$ cat config.mk
export PLATFORM = sky130hd
export DESIGN_NAME = mod_counter_ext_flat
export DESIGN_NICKNAME = d
export VERILOG_FILES = /design/src/rtl/timekeep_pkg.sv /design/src/rtl/mod_counter_ext_if.sv /design/src/rtl/mod_counter_clamp.sv /design/src/rtl/mod_counter_ext.sv /design/src/flat_wrapper.sv
export SDC_FILE = /design/constraint.sdc
export NUM_CORES = 1
export LEC_CHECK = 0
export CAP_MARGIN = 20
export CORE_MARGIN = 5
export CORE_UTILIZATION = 50
export DETAILED_ROUTE_END_ITERATION = 10
export DONT_BUFFER_PORTS = 1
export PLACE_DENSITY_LB_ADDON = 0.05
export SLEW_MARGIN = 20
export SYNTH_ARGS = -nofsm -noshare
export SYNTH_HDL_FRONTEND = slang
export SYNTH_SLANG_ARGS = --single-unit
$ cat constraint.sdc
create_clock -name clk -period 3.85 [get_ports clk]
set_input_delay 0.385 -clock clk [delete_from_list [all_inputs] [get_ports clk]]
set_output_delay 0.385 -clock clk [all_outputs]
set_load 0.02 [all_outputs]
$ cat src/rtl/timekeep_pkg.sv
// Shared constants for the timekeeping chain: per-field widths, bounds and count direction.
package timekeep_pkg;

    localparam int SEC_W    = 6;
    localparam int MIN_W    = 6;
    localparam int HOUR_W   = 5;
    localparam int DAY_W    = 5;
    localparam int MON_W    = 4;
    localparam int YEAR_W   = 16;

    localparam int SEC_MAX  = 59;
    localparam int HOUR_MAX = 23;
    localparam int MON_MAX  = 12;
    localparam int DAY_MIN  = 1;
    localparam int MON_MIN  = 1;

    typedef enum logic {
        DIR_DOWN = 1'b0,
        DIR_UP   = 1'b1
    } dir_e;

endpackage

$ cat src/rtl/mod_counter_ext_if.sv
// Control and status bundle of one time-field counter; master drives requests, slave is the counter.
interface mod_counter_ext_if #(
    parameter int WIDTH = 16
);
    logic             enable;
    logic             up_down;
    logic             use_ext_max;
    logic [WIDTH-1:0] max_value;
    logic             load;
    logic [WIDTH-1:0] load_value;
    logic [WIDTH-1:0] count;
    logic             carry;
    logic             borrow;
    logic             tc;
    logic             load_err;

    modport master (
        output enable, up_down, use_ext_max, max_value, load, load_value,
        input  count, carry, borrow, tc, load_err
    );

    modport slave (
        input  enable, up_down, use_ext_max, max_value, load, load_value,
        output count, carry, borrow, tc, load_err
    );
endinterface

$ cat src/rtl/mod_counter_clamp.sv
// Effective bound selection and load-value range clamp for mod_counter_ext (purely combinational).
module mod_counter_clamp #(
    parameter int WIDTH       = 16,
    parameter int MIN_VALUE   = 0,
    parameter int DEFAULT_MAX = 59
) (
    input  logic             i_use_ext_max,
    input  logic [WIDTH-1:0] i_max_value,
    input  logic [WIDTH-1:0] i_load_value,
    output logic [WIDTH-1:0] o_bound,
    output logic [WIDTH-1:0] o_load_value,
    output logic             o_load_err
);
    localparam logic [WIDTH-1:0] MIN_V = WIDTH'(MIN_VALUE);
    localparam logic [WIDTH-1:0] MAX_V = WIDTH'(DEFAULT_MAX);

    logic [WIDTH-1:0] w_raw_bound;
    logic             w_bound_low;
    logic             w_load_low;
    logic             w_load_high;

    assign w_raw_bound = i_use_ext_max ? i_max_value : MAX_V;

    // A zero minimum can never be undershot; skipping the compare avoids a constant-false expression.
    if (MIN_VALUE == 0) begin : g_min_zero
        assign w_bound_low = 1'b0;
        assign w_load_low  = 1'b0;
    end else begin : g_min_nonzero
        assign w_bound_low = w_raw_bound < MIN_V;
        assign w_load_low  = i_load_value < MIN_V;
    end

    assign o_bound      = w_bound_low ? MIN_V : w_raw_bound;
    assign w_load_high  = i_load_value > o_bound;
    assign o_load_value = w_load_low  ? MIN_V :
                          w_load_high ? o_bound : i_load_value;
    assign o_load_err   = w_load_low | w_load_high;
endmodule

$ cat src/rtl/mod_counter_ext.sv
// Up/down time-field counter with runtime bound, clamped load, pulse flags and lookahead terminal count.
module mod_counter_ext
    import timekeep_pkg::*;
#(
    parameter int WIDTH       = 16,
    parameter int MIN_VALUE   = 0,
    parameter int DEFAULT_MAX = 59,
    parameter int RESET_VALUE = MIN_VALUE
) (
    input logic              clk,
    input logic              rst,
    mod_counter_ext_if.slave bus
);
    localparam logic [WIDTH-1:0] MIN_V   = WIDTH'(MIN_VALUE);
    localparam logic [WIDTH-1:0] RESET_V = WIDTH'(RESET_VALUE);

    logic [WIDTH-1:0] r_count;
    logic             r_carry;
    logic             r_borrow;
    logic             r_load_err;

    logic [WIDTH-1:0] w_bound;
    logic [WIDTH-1:0] w_load_clamped;
    logic             w_load_err;
    logic             w_up;
    logic             w_at_top;
    logic             w_at_bottom;
    logic             w_above_bound;
    logic [WIDTH-1:0] w_next_count;
    logic             w_next_carry;
    logic             w_next_borrow;
    logic             w_next_load_err;

    mod_counter_clamp #(
        .WIDTH       (WIDTH),
        .MIN_VALUE   (MIN_VALUE),
        .DEFAULT_MAX (DEFAULT_MAX)
    ) u_clamp (
        .i_use_ext_max (bus.use_ext_max),
        .i_max_value   (bus.max_value),
        .i_load_value  (bus.load_value),
        .o_bound       (w_bound),
        .o_load_value  (w_load_clamped),
        .o_load_err    (w_load_err)
    );

    assign w_up          = (bus.up_down == DIR_UP);
    assign w_at_top      = r_count >= w_bound;
    assign w_at_bottom   = r_count <= MIN_V;
    assign w_above_bound = r_count > w_bound;

    // Lookahead so a downstream stage steps on the same edge as this one wraps.
    assign bus.tc = bus.enable & (w_up ? w_at_top : w_at_bottom);

    always_comb begin
        w_next_count    = r_count;
        w_next_carry    = 1'b0;
        w_next_borrow   = 1'b0;
        w_next_load_err = 1'b0;
        if (bus.load) begin
            w_next_count    = w_load_clamped;
            w_next_load_err = w_load_err;
        end else if (bus.enable) begin
            if (w_up) begin
                if (w_at_top) begin
                    w_next_count = MIN_V;
                    w_next_carry = 1'b1;
                end else begin
                    w_next_count = r_count + 1'b1;
                end
            end else begin
                // Below-minimum wraps to the bound; above a lowered bound only saturates.
                if (w_at_bottom) begin
                    w_next_count  = w_bound;
                    w_next_borrow = 1'b1;
                end else if (w_above_bound) begin
                    w_next_count  = w_bound;
                end else begin
                    w_next_count  = r_count - 1'b1;
                end
            end
        end
    end

    always_ff @(posedge clk) begin
        if (rst) begin
            r_count    <= RESET_V;
            r_carry    <= 1'b0;
            r_borrow   <= 1'b0;
            r_load_err <= 1'b0;
        end else begin
            r_count    <= w_next_count;
            r_carry    <= w_next_carry;
            r_borrow   <= w_next_borrow;
            r_load_err <= w_next_load_err;
        end
    end

    assign bus.count    = r_count;
    assign bus.carry    = r_carry;
    assign bus.borrow   = r_borrow;
    assign bus.load_err = r_load_err;
endmodule
$ cat src/flat_wrapper.sv
// flat-port wrapper written by rule: the top's interface ports become plain ports
module mod_counter_ext_flat import timekeep_pkg::*;
#(
    parameter int WIDTH       = 16,
    parameter int MIN_VALUE   = 0,
    parameter int DEFAULT_MAX = 59,
    parameter int RESET_VALUE = MIN_VALUE
)
  (clk, rst, bus_enable, bus_up_down, bus_use_ext_max, bus_max_value, bus_load, bus_load_value, bus_count, bus_carry, bus_borrow, bus_tc, bus_load_err);
  mod_counter_ext_if #(.WIDTH(WIDTH)) bus_i ();
  input logic clk;
  input logic rst;
  input wire logic [$bits(bus_i.enable)-1:0] bus_enable;
  input wire logic [$bits(bus_i.up_down)-1:0] bus_up_down;
  input wire logic [$bits(bus_i.use_ext_max)-1:0] bus_use_ext_max;
  input wire logic [$bits(bus_i.max_value)-1:0] bus_max_value;
  input wire logic [$bits(bus_i.load)-1:0] bus_load;
  input wire logic [$bits(bus_i.load_value)-1:0] bus_load_value;
  output wire logic [$bits(bus_i.count)-1:0] bus_count;
  output wire logic [$bits(bus_i.carry)-1:0] bus_carry;
  output wire logic [$bits(bus_i.borrow)-1:0] bus_borrow;
  output wire logic [$bits(bus_i.tc)-1:0] bus_tc;
  output wire logic [$bits(bus_i.load_err)-1:0] bus_load_err;
  assign bus_i.enable = bus_enable;
  assign bus_i.up_down = bus_up_down;
  assign bus_i.use_ext_max = bus_use_ext_max;
  assign bus_i.max_value = bus_max_value;
  assign bus_i.load = bus_load;
  assign bus_i.load_value = bus_load_value;
  assign bus_count = bus_i.count;
  assign bus_carry = bus_i.carry;
  assign bus_borrow = bus_i.borrow;
  assign bus_tc = bus_i.tc;
  assign bus_load_err = bus_i.load_err;
  mod_counter_ext #(.WIDTH(WIDTH), .MIN_VALUE(MIN_VALUE), .DEFAULT_MAX(DEFAULT_MAX), .RESET_VALUE(RESET_VALUE)) u_core (.clk(clk), .rst(rst), .bus(bus_i));
endmodule
==> summary.txt <==
Synth area leaders: ha_1 14%, dfxtp_1 14%, nand2_1 6.4%
maximum vdd drop: 0.210 mV
post-synth cell types: 62
Starting DRT DRC Count: 274
hold depth: 1
WP data required: 4.02 ns
Vias: 2969
ys flop type: dfxtp_1
Synth Register Bits: 19
CP max-delay cell: dfxtp_1
worst path bufs/invs: 1
Final Cycle Share: 0.846
H-tree levels: 1
min cycle time layout: 3.26 ns
share of the synthesized area in the top cell type: 0.145
core area: 5440 um^2
via/cell ratio: 6.64
synthesized area per cell: 7.22 um^2
GP Congestion: 0.927
CP max stage delay: 0.60 ns
count of final setup violators: 0
post-synthesis async set-or-reset flop share: 0
DR WL/cell: 21.2 um
R2R cell count: 10
Hold Crit Class: input pin to flip-flop
CP endpoint kind: flip-flop
Final ANT Viol Nets: 0
fin area: 2890 um^2
syn nets: 453
most common cell after layout, fill and taps aside: nand2_1
WL final: 9470 um
Initial Util: 0.508
antenna violations before repair: 0
most frequent cells in the layout: 47 x nand2_1, 32 x ha_1, 27 x a21oi_1
clock transition at the registers of the reported paths: 0.08 ns
status: completed
number of global-route vias before repair: 2745
Detailed Place HPWL: 7320 um
nets@finish: 446
Cell Chain, Critical Path: ha_1 > nand4_1 > nor3_1 > nor4_1 > buf_4 > a2bb2oi_1 > and2_4 > mux2i_1 > o2111ai_1 > a221oi_1
Final Max Slew Viols: 0
post-synth top area cell: ha_1
Worst setup endpoint: u_core.bus.count[9]$_SDFFE_PP0P_
slack of the critical path: 0.593 ns
TritonCTS Buffers: 3
Crit Path Class: flip-flop to flip-flop
Worst R2R End: u_core.bus.count[9]$_SDFFE_PP0P_
CP Depth: 10
leakage: 1.12 nW
cell row count: 27
Die Height: 84.4 um
startpoint types: flip-flop
worst-skew pair later-pin latency: 0.27 ns
Max Fanout on Critical Path: 15
DP Area: 2850 um^2
Fmax: 307 MHz
setup TNS: 0 ns
layout cells sized above 1: 0.0827
Clock Skews: 0.00435 ns
Slew headroom: 0.464
max cap viols: 0
DRT Pass-1 Iters: 5
Post-synth EDFFs: 0
Power Density: 311 nW/um^2
CTS tree: built
number of diodes: 0
Hold WS: 0.170 ns
Filler Cell Count: 540
growth of design area from synthesis to finish: 4.62%
Buffers on Ports: 0
first-pass GRT wire length: 15000 um
Fin. Hold Viols: 0
CTS root buffer: clkbuf_8
cts repair resizes: 0
final core utilization: 0.532
die width: 84.4 um
worst slew pin tran: 0.804 ns
R2R Setup Slk: 0.59 ns
FF-to-FF Start: u_core.bus.count[15]$_SDFFE_PP0P_
Ys Warns: 0
grt ovf: 0
setup bufs post-CTS: 0
Synth Cell Area: 2770 um^2
unrepaired setup endpoints after global routing: no
# DRC: 0
Clock Path Buffers: 2
count of hold-fix buffers inserted at cts: 0
IO Pins: 58
synthesized instance count: 383
Arr. time, crit path: 3.43 ns
global-route usage over all layers: 0.262
crit-path leading delay family: simple AND/OR/NAND/NOR gates
pin count of the biggest net entering global routing: 40
worst setup path start: u_core.bus.count[15]$_SDFFE_PP0P_
pre-CTS setup slack: 0.378 ns
Die ar.: 7120 um^2
Clock Sink Count: 19
register area share after synthesis: 0.138
[logic make-up (layout without fill, tap and decap cells)]
family	Yosys count	in the layout	synth area share
AOI/OAI and AO/OA	114	114	0.282
xor gates and xnor gates	19	19	0.0602
adders and majority gates	33	33	0.148
buffers and inverters	42	34	0.0679
DFF	19	19	0.138
muxes	9	9	0.0326
and+or+nand+nor	147	147	0.271
[stage by stage]
stage               total power, mW  instances
floorplan                     0.640        383
global placement              0.740        443
detailed placement            0.741        443
CTS                           0.890        447
global route                  0.961        447
finish                        0.900        447
[area by class of cell]
type	count	area [um^2]	share of cell area
multi-input combinational	322	2200	0.760
sequential	19	380	0.131
timing repair buffer	18	135	0.0467
tap	72	90.1	0.0311
clock buffer	4	45.0	0.0156
inverter	12	45.0	0.0156
[cells in the mapped netlist (all sizes together) (2+ instances only)]
cell     number
inv          11
and3          6
nand4b        2
a22oi         3
ha           32
a221o         3
a221oi        6
dfxtp        19
nand2        48
xor2          9
or4           6
nand2b        5
a21oi        27
buf           7
nor2b         6
o21ai        25
o311ai        2
nor3         10
nand3        19
a211oi        7
o211ai        7
a2111oi       4
a311o         2
nor4          5
a31oi         7
nor2         24
clkbuf       23
o21a          2
mux2i         9
or3           4
xnor2        10
nand4         2
o2111ai       4
and4          2
o31ai         4
o22ai         3
and2          4
[how the worst min path moves through the flow]
stage,startpoint,endpoint,slack [ns]
6_report,rst,u_core.bus.count[7]$_SDFFE_PP0P_,0.17
5_1_grt,rst,u_core.bus.count[7]$_SDFFE_PP0P_,0.16
4_1_cts,rst,u_core.bus.count[7]$_SDFFE_PP0P_,0.17
3_5_place_dp,rst,u_core.bus.count[7]$_SDFFE_PP0P_,0.46
3_3_place_gp,rst,u_core.bus.count[7]$_SDFFE_PP0P_,0.46
2_1_floorplan,bus_load_value[9],u_core.bus.count[9]$_SDFFE_PP0P_,0.63
[per-layer routing]
metal / wire (um) / vias to the layer above / GRT usage
li1: - / 1420 / -
met1: 3900 / 1397 / 0.329
met2: 4660 / 134 / 0.450
met3: 653 / 18 / 0.0510
met4: 255 / 0 / 0.0806
met5: 0 / - / 0
[worst register-to-register path: stages, from the launching register on]
cell	delay, ns
dfxtp_1	0.60
ha_1	0.32
nand4_1	0.15
nor3_1	0.09
nor4_1	0.31
buf_4	0.19
a2bb2oi_1	0.42
and2_4	0.40
mux2i_1	0.27
o2111ai_1	0.15
a221oi_1	0.27
[state kept, by name, summed over array words and instances, names as in the netlist]
register and cells:
u_core.bus.borrow 1, u_core.bus.load_err 1, u_core.bus.count 16, u_core.bus.carry 1
[where the power goes]
part | internal (mW) | total, mW | switching (mW)
logic | 0.194 | 0.488 | 0.294
clock network | 0.0740 | 0.154 | 0.0798
registers | 0.216 | 0.258 | 0.0413
total | 0.485 | 0.900 | 0.415
(Power assumes the default switching activity.)
